===== src/rtl/afu_ctrl_sequencer.sv =====
// rtl/afu_ctrl_sequencer.sv - polls a host control word and launches/sequences run-engine passes
module afu_ctrl_sequencer #(
  parameter int unsigned POLL_DELAY = 64,
  parameter logic [15:0] CTRL_MDATA = 16'd3
) (
  input  logic        clk,
  input  logic        reset,
  input  logic        enable,
  input  logic [41:0] ctrl_addr,
  input  logic        rd_almfull,
  output logic        rd_req_valid,
  output logic [41:0] rd_req_addr,
  output logic [15:0] rd_req_mdata,
  input  logic        ctrl_ack,
  input  logic        ctrl_valid,
  input  logic [2:0]  ctrl_code,
  input  logic [41:0] ctrl_rd_addr,
  input  logic [41:0] ctrl_wr_addr,
  input  logic [31:0] ctrl_num_cls,
  output logic        run_start,
  output logic [41:0] run_rd_addr,
  output logic [41:0] run_wr_addr,
  output logic [31:0] run_num_cls,
  input  logic        run_done,
  output logic [2:0]  afu_state,
  output logic [31:0] runs_completed
);

  typedef enum logic [2:0] {
    S_IDLE = 3'd0,
    S_CTRL = 3'd1,
    S_RUN  = 3'd2,
    S_DONE = 3'd3
  } state_t;

  localparam logic [15:0] DELAY          = 16'(POLL_DELAY);
  localparam logic [2:0]  CODE_START_RUN = 3'd1;

  state_t      state;
  logic        pending;
  logic [15:0] timer;

  assign afu_state = state;

  always_ff @(posedge clk) begin
    if (reset) begin
      state          <= S_IDLE;
      pending        <= 1'b0;
      timer          <= '0;
      runs_completed <= '0;
      rd_req_valid   <= 1'b0;
      rd_req_addr    <= '0;
      rd_req_mdata   <= '0;
      run_start      <= 1'b0;
      run_rd_addr    <= '0;
      run_wr_addr    <= '0;
      run_num_cls    <= '0;
    end else begin
      rd_req_valid <= 1'b0;
      run_start    <= 1'b0;
      case (state)
        S_IDLE: begin
          if (enable) begin
            state   <= S_CTRL;
            timer   <= '0;
            pending <= 1'b0;
          end
        end
        S_CTRL: begin
          // An outstanding response must be drained even when the host disables us.
          if (pending && ctrl_ack) begin
            pending <= 1'b0;
            if (!enable) begin
              state <= S_IDLE;
            end else if (ctrl_valid && ctrl_code == CODE_START_RUN) begin
              run_rd_addr <= ctrl_rd_addr;
              run_wr_addr <= ctrl_wr_addr;
              run_num_cls <= ctrl_num_cls;
              if (ctrl_num_cls == '0) begin
                state <= S_DONE;
              end else begin
                state     <= S_RUN;
                run_start <= 1'b1;
              end
            end else begin
              timer <= DELAY;
            end
          end else if (!pending && !enable) begin
            state <= S_IDLE;
          end else if (!pending && timer == '0 && !rd_almfull) begin
            rd_req_valid <= 1'b1;
            rd_req_addr  <= ctrl_addr;
            rd_req_mdata <= CTRL_MDATA;
            pending      <= 1'b1;
          end else if (timer != '0) begin
            timer <= timer - 16'd1;
          end
        end
        S_RUN: begin
          // run_start is high only in the first RUN cycle, masking a same-cycle done.
          if (run_done && !run_start) begin
            state <= S_DONE;
          end
        end
        S_DONE: begin
          if (runs_completed != 32'hFFFF_FFFF) begin
            runs_completed <= runs_completed + 32'd1;
          end
          if (enable) begin
            state <= S_CTRL;
            timer <= DELAY;
          end else begin
            state <= S_IDLE;
          end
        end
        default: state <= S_IDLE;
      endcase
    end
  end

endmodule


===== config.mk =====
export PLATFORM = sky130hd
export DESIGN_NAME = afu_ctrl_sequencer
export DESIGN_NICKNAME = d
export VERILOG_FILES = /design/src/rtl/afu_ctrl_sequencer.sv
export SDC_FILE = /design/constraint.sdc
export NUM_CORES = 1
export LEC_CHECK = 0
export BUFFER_PORTS_ARGS = -buffer_cell sky130_fd_sc_hd__clkbuf_2
export CAP_MARGIN = 30
export CORE_AREA = 2 2 149 151
export DETAILED_ROUTE_END_ITERATION = 6
export DIE_AREA = 0 0 151 153
export PLACE_DENSITY = 0.77
export SETUP_SLACK_MARGIN = 0.4
export SYNTH_ARGS = -nofsm -noshare
export SYNTH_HDL_FRONTEND = slang
export SYNTH_SLANG_ARGS = --single-unit
export TNS_END_PERCENT = 5

===== constraint.sdc =====
create_clock -name clk -period 2 [get_ports clk]
set_input_delay 0.4 -clock clk [delete_from_list [all_inputs] [get_ports clk]]
set_output_delay 0.4 -clock clk [all_outputs]
set_load 0.005 [all_outputs]

==> results.md, run 1 <==
* Status: complete, no violations
* Worst-case vdd ir drop at 0.636 mV
* Mux cell area share after synthesis at 0.359%
* Initial Utilization at 39.0%
* Synth top area cells: dfxtp_1 (51%), nand2_1 (15%), a21oi_1 (12%)
* CP startpoint kind: flop
* Post-Syn Area at 8370 sq um
* Hold Crit Class: in2reg
* N_diodes at 0
* Total instance count after detailed placement at 1,679
* Commonest non-fill, non-tap cell in the layout: clkbuf_2
* Total power density per cell area at 788 nW/um^2
* Crit Path Category: reg2reg
* Die H at 153 microns
* Largest stage delay, worst path at 0.50 ns
* Via count of the first global-routing pass at 8,240
* Layout cells sized above 1 at 44.7%
* Fmax at 510 MHz
* CP Capture Type: flop
* Post-synthesis simple-gate area fraction at 26.0%
* Crit-path cells: nand2_4 > or4_1 > a2111o_1 > or3_1 > a21oi_1
* Unrepaired setup endpoints after global routing: true
* IO buf count at 363
* Slowest CP cell: or4_1
* Synth cell types at 52
* CTS Buffer Depth at 3
* Post-layout min period at 1.96 ns
* Max cap viols at 0
* EDFF count, synth at 0
* Num ports at 379
* Initial antenna violation count at 0
* Setup TNS at 0 ns
* Skew final at 0.0114 ns
* Cell taking the most area after synthesis: dfxtp_1
* H-tree levels at 1
* Worst-Margin Slew at 0.539 ns
* Post-synthesis compound-gate area fraction at 16.3%
* Clk Latency, worst-skew pair at 0.50 ns
* Routability cong. at 0.850
* Core Region at 21,500 sq um
* Gate Count Post-Synth at 1,062
* Max-slew headroom at 64.1%
* Fin cells at 1,740
* Max-slew violation count at 0
* Via count normalized by instance count at 5.14
* Vias at 8,944
* Wire per inst at 15.7 microns
* DRT iter0 DRCs at 358
* Hold-fix buffers at CTS at 0
* Clock root buffer: clkbuf_16
* Drt drc at 0
* Fin nets at 1,612
* Worst reg-to-reg setup slack at 0.04 ns
* Fin. Hold Viols at 0
* Clk sink count at 212
* Synth warnings at 0
* # rows at 54
* Design area at 12,500 sq um
* Combinational family with the most area after synthesis: simple AND/OR/NAND/NOR gates
* Final worst path period share at 98.0%
* Full die area at 23,100 sq um
* Most frequent cells in the layout: clkbuf_2 (361), nand2_1 (241), dfxtp_1 (197)
* Detailed Route WL at 27,300 microns
* P&R area growth vs syn at 49.7%
* CTS tree: done
* WP data required at 2.43 ns
* Post-synthesis sequential area ratio at 50.7%
* Fill cells at 1,880
* Post-synthesis register bit count at 212
* Leak Pwr at 5.01 nW
* Clk slew on worst S/H paths at 0.06 ns
* Util after Layout at 58.3%
* Final ANT Viol Nets at 0
* CP max FO at 7
* Tot GR Track Use at 21.3%
* HPWL after DPL at 18,700 microns
* Post-Synth Adder-Cell Area at 0.299%
* Synth top area share at 50.7%
* CTS buffer count at 24
* XOR/XNOR share of the synthesized area at 1.05%
* Congestion Overflow GR at 0
* Synthesized area per cell at 7.88 sq um
* Die width at 151 microns
* Arrival time worst endpoint at 2.39 ns
* Setup-failing EPs final at 0
* Total placed instance area at 10,800 sq um
* Dominant synthesized flop cell: dfxtp_1
* Largest net degree at the start of global routing at 69
* 1st-pass router iterations at 5
* Fraction of registers with async set/reset at 0%
* First-pass GRT wire length at 40,500 microns
==> cell families (layout without fill, tap and decap cells) <==
group / count (synthesis) / in the layout
AND/OR/NAND/NOR: 486 / 488
AO/OA/AOI/OAI: 251 / 252
flip-flops: 212 / 212
buffers and inverters: 97 / 478
XOR/XNOR: 10 / 10
multiplexers: 3 / 3
adder cells (fa/ha/maj): 2 / 2
other: 1 / 15
==> worst max-delay path, delay by kind of cell (launching register included) <==
family | cells | cell delay, ns
compound gates | 2 | 0.51
flops | 1 | 0.39
simple gates | 3 | 0.98
==> power by group <==
part	internal, mW	switching [mW]	leakage, nW
Clock	2.89	1.74	0.411
Combinational	0.426	0.474	2.89
Sequential	4.28	0.0656	1.72
Total	7.59	2.28	5.01
==> synthesized netlist by cell type (2+ instances only) <==
cell and number:
nor4_1 16, nand3_1 14, mux2i_1 3, o31ai_1 15, nor3b_1 3, ha_1 2
inv_1 11, nor3_1 5, buf_4 17, a211oi_1 3, or2_2 2, and2_1 5
and4_1 6, nand4b_1 2, nor3_2 2, dfxtp_1 212, a211o_1 2, a311oi_1 3
nand4_1 12, nor4b_1 3, buf_2 3, or4_1 15, or3_1 20, o21ai_0 21
buf_1 5, nand2b_1 5, clkbuf_1 60, xnor2_1 10, nor2_1 25, a31oi_1 2
nand2_1 342, a21oi_1 196
==> path summary, 6_finish.rpt <==
path,start,end,depth (start not counted)
hold / removal,ctrl_wr_addr[7],run_wr_addr[7],3
setup / recovery,afu_state[1],runs_completed[31],5
setup reg to reg,afu_state[1],runs_completed[31],5
hold reg to reg,rd_req_addr[23],rd_req_addr[23],2
==> state kept, by name, indices dropped and copies added, names as in the netlist <==
| name | cells |
|---|---|
| run_num_cls | 32 |
| rd_req_valid | 1 |
| timer | 16 |
| run_rd_addr | 42 |
| run_start | 1 |
| runs_completed | 32 |
| rd_req_mdata | 1 |
| rd_req_addr | 42 |
| afu_state | 2 |
| pending | 1 |
| run_wr_addr | 42 |
==> cell type report <==
class | instances | area [sq um] | share of cell area, %
multi-input combinational | 770 | 4610 | 36.8
timing repair buffer | 423 | 2420 | 19.3
tap | 280 | 350 | 2.80
sequential | 212 | 4270 | 34.0
clock buffer | 32 | 672 | 5.36
inverter | 11 | 41.3 | 0.329
clock inverter | 12 | 171 | 1.37
==> through the flow <==
step                total power, mW  setup slack, ns  hold slack, ns
floorplan                      4.90           0.0321           0.448
global placement               5.20          -0.0102           0.437
detailed placement             5.23          -0.0734           0.443
CTS                            9.92          0.00577          0.0942
global route                   10.2          -0.0991          0.0980
finish                         9.87           0.0409           0.114
==> timing repair <==
item / CTS / global route
resized for setup: 20 / 210
buffers inserted: 11 / 3
pin swaps: 7 / 117
cloned: 2 / 1
setup endpoints to repair: 206 / 213
==> metal layers <==
| layer | track usage [%] | share of wire, % | routed length (microns) |
|---|---|---|---|
| met1 | 24.3 | 37 | 10000 |
| met2 | 38.0 | 51 | 14100 |
| met3 | 6.12 | 9.1 | 2490 |
| met4 | 6.76 | 2.7 | 739 |
| met5 | 0 | 0 | 0 |
No activity file was read; power rests on OpenSTA's default activity.
==> inputs of run 2 (changes only) <==
Settings changed: ABC_AREA set to 1, CORE_AREA 2 2 149 151 to not set, CORE_UTILIZATION set to 44, DIE_AREA 0 0 151 153 to not set, PLACE_DENSITY 0.77 to 0.83.
==> results.md, run 2 <==
* Fraction of registers with async set/reset at 0% (unchanged)
* Tot GR Track Use at 27.0% (+5.7 points)
* Dominant synthesized flop cell: dfxtp_1
* CTS buffer count at 23 (-4.2%)
* Fmax at 591 MHz (+16%)
* Total instance count after detailed placement at 1,866 (+11%)
* Hold depth at 3 (unchanged)
* Post-layout min period at 1.69 ns (-0.266 ns)
* Clk sink count at 212 (unchanged)
* CP max FO at 35 (+28)
* CTS Buffer Depth at 3 (unchanged)
* Count leader, synth: dfxtp_1
* Util after Layout at 63.3% (+5.0 points)
* Clock root buffer: clkbuf_16
* Synth warnings at 0 (unchanged)
* FF-to-FF End: rd_req_addr[29]
* Synth cell count leaders: dfxtp_1 (212), inv_1 (199), a21oi_1 (194)
* Status: complete, no violations
* Arrival time worst endpoint at 2.12 ns (-0.27 ns)
* Final worst path period share at 84.6% (-13 points)
* Hold Crit Endpoint: rd_req_addr[10]
* Drt drc at 0 (unchanged)
* Routability cong. at 0.959 (+13%)
* 1st-pass router iterations at 5 (unchanged)
* Setup-failing EPs final at 0 (unchanged)
* Total power density per cell area at 970 nW/um^2 (+23%)
* Via count normalized by instance count at 5.04 (-2.0%)
* Worst-Margin Slew at 0.507 ns (-0.0316 ns)
* Synth cell types at 33 (-37%)
* Die H at 146 microns (-4.3%)
* Hold Crit Class: in2reg
* Detailed Route WL at 30,000 microns (+9.7%)
* Initial Utilization at 45.1% (+6.1 points)
* HPWL after DPL at 19,900 microns (+6.4%)
* Worst r2r src: afu_state[0]
* Gate Count Post-Synth at 1,265 (+19%)
* Largest net degree at the start of global routing at 77 (+12%)
* Wire per inst at 15.4 microns (-1.8%)
* Largest regs: rd_req_addr (42), run_rd_addr (42), run_wr_addr (42)
* Leak Pwr at 5.71 nW (+14%)
* Congestion Overflow GR at 0 (unchanged)
* WP data required at 2.43 ns (about the same)
* Clk Latency, worst-skew pair at 0.52 ns (+0.02 ns)
* FF+latch area at 4270 sq um (+0.15%)
* Setup TNS at 0 ns (unchanged)
* # rows at 52 (-3.7%)
* Cell taking the most area after synthesis: dfxtp_1
* Vias at 9,802 (+9.6%)
* Layout cells sized above 1 at 34.0% (-11 points)
* Fin nets at 1,829 (+13%)
* R2R depth at 8 (+3)
* Crit Path Category: reg2reg
* Final ANT Viol Nets at 0 (unchanged)
* Synthesized area per cell at 7.26 sq um (-7.9%)
* Worst reg-to-reg setup slack at 0.31 ns (+0.27 ns)
* First-pass GRT wire length at 46,900 microns (+16%)
* Commonest non-fill, non-tap cell in the layout: clkbuf_2
* Max-slew headroom at 66.2% (+2.1 points)
* P&R area growth vs syn at 40.4%
* H-tree levels at 1 (unchanged)
* Hold-fix buffers at CTS at 0 (unchanged)
* Fill cells at 1,709 (-9.1%)
* Synth top area cells: dfxtp_1 (46%), a21oi_1 (11%), o21ai_0 (9.0%)
* DRT iter0 DRCs at 628 (+75%)
* CP Capture Type: flop
* Clk slew on worst S/H paths at 0.06 ns (about the same)
* Synth top area share at 46.2% (-4.5 points)
* EDFF count, synth at 0 (unchanged)
* Initial antenna violation count at 0 (unchanged)
* CP startpoint kind: flop
* Post-Syn Area at 9180 sq um (+9.7%)
* N_diodes at 0 (unchanged)
* IO buf count at 363 (unchanged)
* Critical hold path startpoint: ctrl_addr[10]
* Max cap viols at 0 (unchanged)
* Post-synthesis sequential area ratio at 46.2% (-4.5 points)
* CTS tree: done
* Full die area at 21,400 sq um (-7.2%)
* Via count of the first global-routing pass at 9,119 (+11%)
* Pwr Total at 12.5 mW (+27%)
* Num ports at 379 (unchanged)
* Most frequent cells in the layout: clkbuf_2 (363), dfxtp_1 (198), inv_1 (195)
* Max-slew violation count at 0 (unchanged)
* Post-synthesis register bit count at 212 (unchanged)
* Die width at 146 microns (-3.0%)
* Fin cells at 1,945 (+12%)
* Worst-case vdd ir drop at 0.605 mV (-4.9%)
* Footprint of the multi-input gates at 4060 sq um (-12%)
* Unrepaired setup endpoints after global routing: true
* Core Region at 20,400 sq um (-5.2%)
* Skew final at 0.0226 ns (+0.0112 ns)
* Fin. Hold Viols at 0 (unchanged)
-- run 2: logic make-up (layout without fill, tap and decap cells) --
group                      count (synthesis)  in the layout  share of synthesized area (%)
and+or+nand+nor                          382            383                           18.3
AOI/OAI and AO/OA                        367            367                           20.2
buffers and inverters                    284            679                           13.3
DFF                                      212            212                           46.2
xor gates and xnor gates                  17             17                           1.62
adders and majority gates                  2              2                          0.273
other                                      1             15                         0.0408
-- run 2: worst max path at each step --
stage	to	slack [ns]	from	cells past startpoint
after global routing	rd_req_addr[29]	0.21	afu_state[0]	8
after detailed placement	rd_req_addr[30]	0.02	afu_state[0]	9
final	rd_req_addr[29]	0.31	afu_state[0]	8
after global placement	rd_req_addr[13]	0.08	afu_state[0]	9
after floorplan	runs_completed[10]	0.40	runs_completed[1]	12
after CTS	rd_req_addr[38]	0.37	timer[1]	9
-- run 2: repair_timing --
item                                    CTS  global route
resized for setup                        93            44
pin swaps                                11            12
endpoints found under the setup margin  206           211
cloned                                    9             1
setup buffers                            19             9
-- run 2: final cells by class --
type                    count  area share, %
clock buffers              35           5.51
clock inverters             6          0.475
inverters                 205           6.10
multi-input cells         784           31.5
flip-flops and latches    212           33.1
well taps                 270           2.62
repair buffers            433           20.7
-- run 2: worst max-delay path, cell delays in order, from the launching register on --
cell     delay, ns
dfxtp_4       0.38
inv_4         0.05
nor2_4        0.16
nand2_4       0.09
nor2_4        0.14
nand4_4       0.20
buf_12        0.20
buf_16        0.17
a21oi_1       0.22
-- run 2: routing by layer --
| metal | share of wire (%) | up-vias | track usage [%] |
|---|---|---|---|
| met5 | 0 | - | 0 |
| met4 | 4.6 | 0 | 11.7 |
| met3 | 8.1 | 99 | 6.50 |
| met2 | 49 | 421 | 46.4 |
| met1 | 38 | 4498 | 31.8 |
| li1 | - | 4784 | - |
-- run 2: through the flow --
stage / hold WS [ns] / cell area (sq um) / setup WS (ns)
floorplan: 0.440 / 9250 / 0.404
CTS: 0.135 / 12700 / 0.370
global placement: 0.430 / 11300 / 0.0840
global route: 0.151 / 12900 / 0.209
detailed placement: 0.434 / 11300 / 0.0241
finish: 0.146 / 12900 / 0.307
-- run 2: report_power, final --
| group | total (mW) | internal [mW] | switching [mW] | leakage (nW) |
|---|---|---|---|---|
| clock network | 4.29 | 2.57 | 1.72 | 0.382 |
| registers | 4.73 | 4.49 | 0.241 | 1.72 |
| logic | 3.49 | 1.44 | 2.05 | 3.61 |
| total | 12.5 | 8.50 | 4.00 | 5.71 |
